===== src/rtl/async_trigger_arbiter.sv =====
// Round-robin arbiter for asynchronous trigger requests: per-line synchronizer and
// rising-edge capture into pending flags, one-at-a-time grant handshake with hold-off.
module async_trigger_arbiter #(
    parameter  int N_REQ       = 4,
    parameter  int SYNC_STAGES = 3,
    parameter  int HOLDOFF_W   = 8,
    localparam int ID_W        = (N_REQ > 1) ? $clog2(N_REQ) : 1
) (
    input  logic                 CLK,
    input  logic                 RST,
    input  logic [N_REQ-1:0]     ASYNC_REQ,
    input  logic                 ENABLE,
    input  logic [HOLDOFF_W-1:0] HOLDOFF,
    input  logic                 TRIG_ACK,
    output logic                 TRIG_VALID,
    output logic [ID_W-1:0]      TRIG_ID,
    output logic [N_REQ-1:0]     PENDING,
    output logic [15:0]          DROP_COUNT,
    input  logic                 CLR_DROP
);

    typedef enum logic [1:0] {
        IDLE,
        GRANT,
        HOLD
    } state_t;

    state_t                 state;
    logic [HOLDOFF_W-1:0]   cnt;
    logic [ID_W-1:0]        last_grant;

    logic [N_REQ-1:0]       sync_out;
    logic [N_REQ-1:0]       history;
    logic [N_REQ-1:0]       req_edge;

    logic [ID_W-1:0]        winner;
    logic [ID_W-1:0]        idx;
    logic                   any_pend;
    logic                   grant_now;
    logic [N_REQ-1:0]       grant_clr;

    logic [N_REQ-1:0]       pend_next;
    logic [N_REQ-1:0]       drop_vec;
    logic [4:0]             n_drops;
    logic [16:0]            drop_sum;
    logic [15:0]            drop_next;

    // Each request line gets its own metastability chain; placement tools must keep
    // these flops together and never fold them into a shift-register primitive.
    for (genvar g = 0; g < N_REQ; g++) begin : g_sync
        (* ASYNC_REG = "TRUE", SHREG_EXTRACT = "NO" *) logic [SYNC_STAGES-1:0] sync_ff;

        always_ff @(posedge CLK or posedge RST) begin
            if (RST) begin
                sync_ff <= '0;
            end else begin
                sync_ff <= {sync_ff[SYNC_STAGES-2:0], ASYNC_REQ[g]};
            end
        end

        assign sync_out[g] = sync_ff[SYNC_STAGES-1];
    end

    always_ff @(posedge CLK or posedge RST) begin
        if (RST) begin
            history <= '0;
        end else begin
            history <= sync_out;
        end
    end

    assign req_edge = sync_out & ~history;

    // Search starts just after the last winner and wraps, so the first hit wins.
    always_comb begin
        winner   = '0;
        idx      = '0;
        any_pend = 1'b0;
        for (int k = 1; k <= N_REQ; k++) begin
            idx = ID_W'((int'(last_grant) + k) % N_REQ);
            if (!any_pend && PENDING[idx]) begin
                winner   = idx;
                any_pend = 1'b1;
            end
        end
    end

    assign grant_now = (state == IDLE) && ENABLE && any_pend;
    assign grant_clr = grant_now ? (N_REQ'(1) << winner) : '0;

    // A fresh edge on the line being granted re-arms it instead of counting as lost.
    always_comb begin
        pend_next = '0;
        drop_vec  = '0;
        n_drops   = '0;
        if (ENABLE) begin
            pend_next = (PENDING & ~grant_clr) | req_edge;
            drop_vec  = req_edge & PENDING & ~grant_clr;
        end
        for (int i = 0; i < N_REQ; i++) begin
            n_drops = n_drops + 5'(drop_vec[i]);
        end
        drop_sum  = {1'b0, DROP_COUNT} + 17'(n_drops);
        drop_next = drop_sum[16] ? 16'hFFFF : drop_sum[15:0];
    end

    always_ff @(posedge CLK or posedge RST) begin
        if (RST) begin
            PENDING    <= '0;
            DROP_COUNT <= '0;
        end else begin
            PENDING <= pend_next;
            if (CLR_DROP) begin
                DROP_COUNT <= '0;
            end else begin
                DROP_COUNT <= drop_next;
            end
        end
    end

    // Hold-off is sampled once at acknowledge; later HOLDOFF changes wait for the next grant.
    always_ff @(posedge CLK or posedge RST) begin
        if (RST) begin
            state      <= IDLE;
            TRIG_VALID <= 1'b0;
            TRIG_ID    <= '0;
            cnt        <= '0;
            last_grant <= ID_W'(N_REQ - 1);
        end else begin
            case (state)
                IDLE: begin
                    if (grant_now) begin
                        TRIG_VALID <= 1'b1;
                        TRIG_ID    <= winner;
                        last_grant <= winner;
                        state      <= GRANT;
                    end
                end
                GRANT: begin
                    if (TRIG_ACK) begin
                        TRIG_VALID <= 1'b0;
                        cnt        <= HOLDOFF;
                        state      <= (HOLDOFF == '0) ? IDLE : HOLD;
                    end
                end
                HOLD: begin
                    cnt <= cnt - 1'b1;
                    if (cnt <= HOLDOFF_W'(1)) begin
                        state <= IDLE;
                    end
                end
                default: begin
                    state      <= IDLE;
                    TRIG_VALID <= 1'b0;
                end
            endcase
        end
    end

endmodule

===== config.mk =====
export PLATFORM = sky130hd
export DESIGN_NAME = async_trigger_arbiter
export DESIGN_NICKNAME = d
export VERILOG_FILES = /design/src/rtl/async_trigger_arbiter.sv
export SDC_FILE = /design/constraint.sdc
export NUM_CORES = 1
export LEC_CHECK = 0
export CORE_MARGIN = 3
export CORE_UTILIZATION = 31
export DETAILED_ROUTE_END_ITERATION = 16
export SYNTH_ARGS = -nofsm -noshare
export SYNTH_HDL_FRONTEND = slang
export SYNTH_SLANG_ARGS = --single-unit
export TNS_END_PERCENT = 30

===== constraint.sdc =====
create_clock -name CLK -period 6.4 [get_ports CLK]
set_input_delay 1.6 -clock CLK [delete_from_list [all_inputs] [get_ports CLK]]
set_output_delay 1.6 -clock CLK [all_outputs]
set_load 0.01 [all_outputs]

# After elaboration in Yosys (flattened, before gate mapping)
# Cells that the tools add are included.
[op_classes]
n_addsub = 9
order_cmp = 5
eq_ne = 5
n_shift = 1
mux = 31
bitwise_logic = 8
reduce_logical = 15
[ops]
columns = ["cell", "count"]
rows = [
  ["2-to-1 mux 16 bit", 2],
  ["adder 16 x 4 -> 17 bit", 1],
  ["AND 4 bit", 4],
  ["2-to-1 mux 2 bit", 8],
  ["case mux 8 bit (2 select lines)", 1],
  ["less-than comparator 2 x 3 -> 1 bit (second input constant)", 4],
  ["2-to-1 mux 4 bit", 3],
  ["2-to-1 mux 1 bit", 10],
  ["binary-select mux 1 bit (select 2 bit)", 4],
  ["<= comparator 8 x 1 -> 1 bit (second input constant)", 1],
  ["zero test 8 bit", 1],
  ["2-to-1 mux 8 bit", 1],
  ["NOT 4 bit", 2],
  ["subtractor 8 x 1 -> 8 bit (second input constant)", 1],
  ["inequality test 2 bit (second input constant)", 3],
  ["case mux 2 bit (3 select lines)", 1],
  ["AND reduction 3 bit", 2],
  ["logical AND 1 bit", 5],
  ["adder 2 x 1 -> 2 bit (second input constant)", 2],
  ["adder 2 bit (second input constant)", 2],
  ["adder 3 x 1 -> 4 bit", 1],
  ["bitwise OR 4 bit", 1],
  ["AND reduction 2 bit", 2],
  ["<< shifter 1 x 2 -> 4 bit (first input constant)", 1],
  ["other kinds (9)", 11],
]
[word_totals]
regBits = 51
input_bits = 17
output_inout_bits = 23
elab_cells = 86

# Depth between registers and ports, before layout
[logic_depth]
ltp_word = 24
ltp_mapped = 15
ltp_nobuf = 12

# Least setup slack after synthesis
# Ideal clock, no wire load.
[synth_path]
kind = "input to register"
startpoint = "input port ENABLE"
endpoint = "register DROP_COUNT[10]"
setup_ns = 0.136
arrival_time_ns = 4.216
t_required_ns = 6.264
path_slack_ns = 2.048
stages = 13
n_path_buf = 3
cell_sequence = "and3_1 > buf_2 > nand2_1 > o2111ai_1 > fa_1 > inv_1 > fa_1 > fa_1 > and3_1 > buf_2 > nand3_1 > buf_2 > a21oi_1"
[synth_between]
elab_chain_len = 12
[synth_lines]
columns = ["element", "line", "source"]
rows = [
  ["start: declaration", "12", "input logic ENABLE,"],
  ["logical AND 1 bit (2 in a row)", "88", "assign grant_now = (state == IDLE) && ENABLE && any_pend;"],
  ["2-to-1 mux 4 bit", "89", "assign grant_clr = grant_now ? (N_REQ'(1) << winner) : '0;"],
  ["NOT 4 bit", "98", "drop_vec = req_edge & PENDING & ~grant_clr;"],
  ["AND 4 bit", "98", ""],
  ["2-to-1 mux 4 bit (*)", "96", "if (ENABLE) begin"],
  ["adder 1 x 1 -> 2 bit", "101", "n_drops = n_drops + 5'(drop_vec[i]);"],
  ["adder 2 x 1 -> 3 bit", "101", ""],
  ["adder 3 x 1 -> 4 bit (*)", "101", ""],
  ["adder 16 x 4 -> 17 bit (*)", "103", "drop_sum = {1'b0, DROP_COUNT} + 17'(n_drops);"],
  ["2-to-1 mux 16 bit (*)", "104", "drop_next = drop_sum[16] ? 16'hFFFF : drop_sum[15:0];"],
  ["2-to-1 mux 16 bit (*)", "113", "if (CLR_DROP) begin"],
  ["end signal: assignment", "116", "DROP_COUNT <= drop_next;"],
  ["end: declaration", "18", "output logic [15:0] DROP_COUNT,"],
]
# Every way passes the cells marked *; elsewhere a longest branch is shown, timed or not.
# A chain may end at the register's enable or synchronous reset.

# Final worst setup path
# Same ends and word-level chain as after synthesis.

==> results.json <==
{
  "outcome": "finished clean",
  "critPathKind": "primary input to register",
  "finalWorstSetupSlack_ns": 1.499,
  "synthAdderAreaFrac_pct": 3.929,
  "reg2reg_depth": 11,
  "antenna_found_initial": 0,
  "grt_pass1_vias": 1789,
  "synth_area_per_cell_um2": 10.10,
  "fillerInstances": 793,
  "ys_types": 51,
  "grt-ovfl-total": 0,
  "synth_top_family_by_area": "simple AND/OR/NAND/NOR gates",
  "critPathArrivalTime_ns": 5.06,
  "crit_end": "DROP_COUNT[10]",
  "cts_max_level": 2,
  "timing.rr.start": "PENDING[1]",
  "clkSinkCount": 51,
  "power.internal_mw": 0.4277,
  "core.rowCount": 32,
  "synth_warnings": 0,
  "tns_ns": 0,
  "seq_area_frac_synth_pct": 51.49,
  "first_pass_iters": 4,
  "final_hold_viol_count": 0,
  "critical_path.slowest_cell": "clkdlybuf4s50_1",
  "ys_ff_latch": 51,
  "synth_edf_count": 0,
  "postCtsSetupBuffers": 0,
  "power_density_mw_per_mm2": 183.4,
  "power_leakage_nw": 1.225,
  "setup_viol": 0,
  "hold_buffers": 0,
  "cts_tree": "yes",
  "grt_pass1_wl_um": 8514,
  "drv_slew": 0,
  "dp_hpwl_um": 3588,
  "syn_area_mm2": 0.002484,
  "vdd_ir_drop_max_mv": 0.1094,
  "synthCells": 246,
  "finalClockSkew_ns": 0.01633,
  "p_comb_share_pct": 8.0,
  "rr_endpoint": "DROP_COUNT[10]",
  "drive_above_1_share_pct": 5.300,
  "synth-simple-area-share_pct": 18.99,
  "critPathLaunch": "ENABLE",
  "place.gp.congestion": 0.7975,
  "p_sw_share_pct": 23.44,
  "synthFlopType": "dfrtp_1",
  "clockPowerShare_pct": 32.1,
  "wire_per_inst_um": 12.91,
  "yosys-top-cells-count": "dfrtp_1, a21oi_1, nand2_1",
  "ios": 40,
  "io_buffers": 39,
  "period_share_pct": 76.59,
  "fp.coreArea_mm2": 0.007767,
  "synthXorXnorAreaFrac_pct": 3.879,
  "yosysMostFrequentCell": "dfrtp_1",
  "num_vias": 1908,
  "clk_pin_slew_worst_paths_ns": 0.09,
  "cts_made_buffers": 5,
  "fin_util_pct": 39.22,
  "crit_top_cell": "fa_1",
  "start_util_pct": 31.97,
  "synth_area_leaders": "dfrtp_1, a21oi_1, nand2_1, fa_1, nand3_1",
  "worst_slew_pin_slew_ns": 1.018,
  "async_flop_share_pct": 100.0,
  "hold_class": "register to register",
  "seq_power_share_pct": 59.9,
  "endpoint_kind": "register",
  "grt_max_degree": 52,
  "post-place-ws_ns": 1.174,
  "nets": 305,
  "netlist.top_cell.by_area": "dfrtp_1",
  "cap_violations": 0,
  "post-route-drc-count": 0,
  "synth-compound-area-share_pct": 15.82,
  "slew_headroom_pct": 32.06,
  "rrSetupSlack_ns": 2.38,
  "cts-root-buf": "clkbuf_8",
  "cp-start-kind": "primary input",
  "fin_hold_ws_ns": 0.3535,
  "p_sw_mw": 0.1309,
  "path_cells": "clkdlybuf4s50_1 > and3_1 > nand2_1 > o2111ai_1 > fa_1 > inv_1 > fa_1 > fa_1 > and3_1 > nand3_1 > a21oi_1",
  "area_growth_pct": 22.67,
  "synth.top_cell.area_share_pct": 49.37,
  "die_height_um": 95.51,
  "clk_path_buf_depth": 2,
  "clock_latency_ns": 0.30,
  "synth_mux_area_share_pct": 2.116,
  "worstPathMaxFanout": 13,
  "rsz0062_at_grt": "no",
  "die_x_um": 95.51,
  "diodes": 0,
  "cp_slowest_stage_delay_ns": 0.57,
  "routed_wl_um": 4971,
  "track_usage_pct": 11.75,
  "synthesis.nets": 269,
  "postRouteAntennaNets": 0,
  "critPathRequiredTime_ns": 6.56,
  "cts_resized": 0,
  "min_period_ns": 4.901,
  "die-area_mm2": 0.009122,
  "drt_iter0_drc": 115,
  "timing.fmax_mhz": 204.0,
  "viasPerCell": 4.956
}
==> logic make-up after synthesis <==
kind of cell,Yosys count
buffers and inverters,24
adder cells (fa/ha/maj),6
XOR/XNOR,11
multiplexers,5
AO/OA/AOI/OAI,59
AND/OR/NAND/NOR,90
flip-flops,51
==> area by class of cell <==
type                    instances  area (µm²)  area share (%)
clock buffers                   6       72.57           2.382
clock inverters                 2       13.76          0.4517
inverters                      14       52.55           1.725
multi-input cells             171        1111           36.47
flip-flops and latches         51        1279           41.97
well taps                     102       127.6           4.189
repair buffers                 39       390.4           12.81
==> power by group through the flow <==
stage,sequential [mW],combinational [mW],clock [mW]
global route,0.336,0.0503,0.199
detailed placement,0.341,0.0456,0
CTS,0.335,0.0457,0.188
global placement,0.341,0.0453,0
finish,0.335,0.0446,0.179
floorplan,0.341,0.0234,0
==> through the flow <==
| stage | instance area, µm² | total power [mW] | instances |
|---|---|---|---|
| 6_report | 3047 | 0.5587 | 385 |
| 5_1_grt | 3047 | 0.5856 | 385 |
| 4_1_cts | 3047 | 0.5685 | 385 |
| 3_5_place_dp | 2960 | 0.3869 | 377 |
| 3_3_place_gp | 2960 | 0.3864 | 377 |
| 2_1_floorplan | 2484 | 0.3643 | 246 |
==> critical path, delay by kind of cell <==
| kind | cells | cell delay [ns] |
|---|---|---|
| adder cells (fa/ha/maj) | 3 | 1.44 |
| AO/OA/AOI/OAI | 2 | 0.29 |
| AND/OR/NAND/NOR | 4 | 1.10 |
| buffers and inverters | 2 | 0.62 |
==> sequential cells by signal, indices dropped and copies added, names as in the netlist <==
signal          cells
TRIG_VALID          1
history             4
cnt                 8
state               2
TRIG_ID             2
last_grant          2
g_sync.sync_ff     12
DROP_COUNT         16
PENDING             4
==> placed cells by master (no fill, tap or decap), types with 2 or more instances in the layout <==
cell type / Yosys / final
dfrtp_1: 49 / 49
clkdlybuf4s50_1: 0 / 39
a21oi_1: 23 / 23
nand2_1: 21 / 21
nor2_1: 13 / 13
inv_1: 14 / 13
nand3_1: 11 / 11
o21ai_0: 9 / 9
nor3_1: 8 / 8
xnor2_1: 6 / 6
and3_1: 5 / 5
or3_1: 5 / 5
nor2b_1: 5 / 5
xor2_1: 5 / 5
clkbuf_8: 0 / 5
nand4_1: 4 / 4
a311oi_1: 3 / 3
nor4_1: 3 / 3
a31oi_1: 3 / 3
mux2i_1: 3 / 3
nand3b_1: 3 / 3
fa_1: 3 / 3
ha_1: 3 / 3
o221ai_1: 2 / 2
o311ai_0: 2 / 2
o31ai_1: 2 / 2
a221oi_1: 2 / 2
o2111ai_1: 2 / 2
and2_1: 2 / 2
or2_2: 2 / 2
a21o_1: 2 / 2
mux2_1: 2 / 2
dfstp_2: 2 / 2
==> layer usage <==
layer  vias to the layer above  global-route usage, %  share of wire [%]
li1                        957                      -                  -
met1                       921                  16.77                 48
met2                        25                  18.02                 48
met3                         5                  1.657                2.8
met4                         0                  4.621                1.4
met5                         -                      0                  0
==> worst min-delay path by stage <==
stage | slack [ns] | end | startpoint | cells past startpoint
2_1_floorplan | 0.33 | g_sync[0].sync_ff[1] | g_sync[0].sync_ff[0] | 0
3_3_place_gp | 0.33 | g_sync[0].sync_ff[1] | g_sync[0].sync_ff[0] | 0
3_5_place_dp | 0.34 | g_sync[0].sync_ff[1] | g_sync[0].sync_ff[0] | 0
4_1_cts | 0.36 | g_sync[0].sync_ff[1] | g_sync[0].sync_ff[0] | 0
5_1_grt | 0.36 | g_sync[0].sync_ff[1] | g_sync[0].sync_ff[0] | 0
6_report | 0.35 | g_sync[0].sync_ff[1] | g_sync[0].sync_ff[0] | 0
No activity file was read; power rests on OpenSTA's default activity.
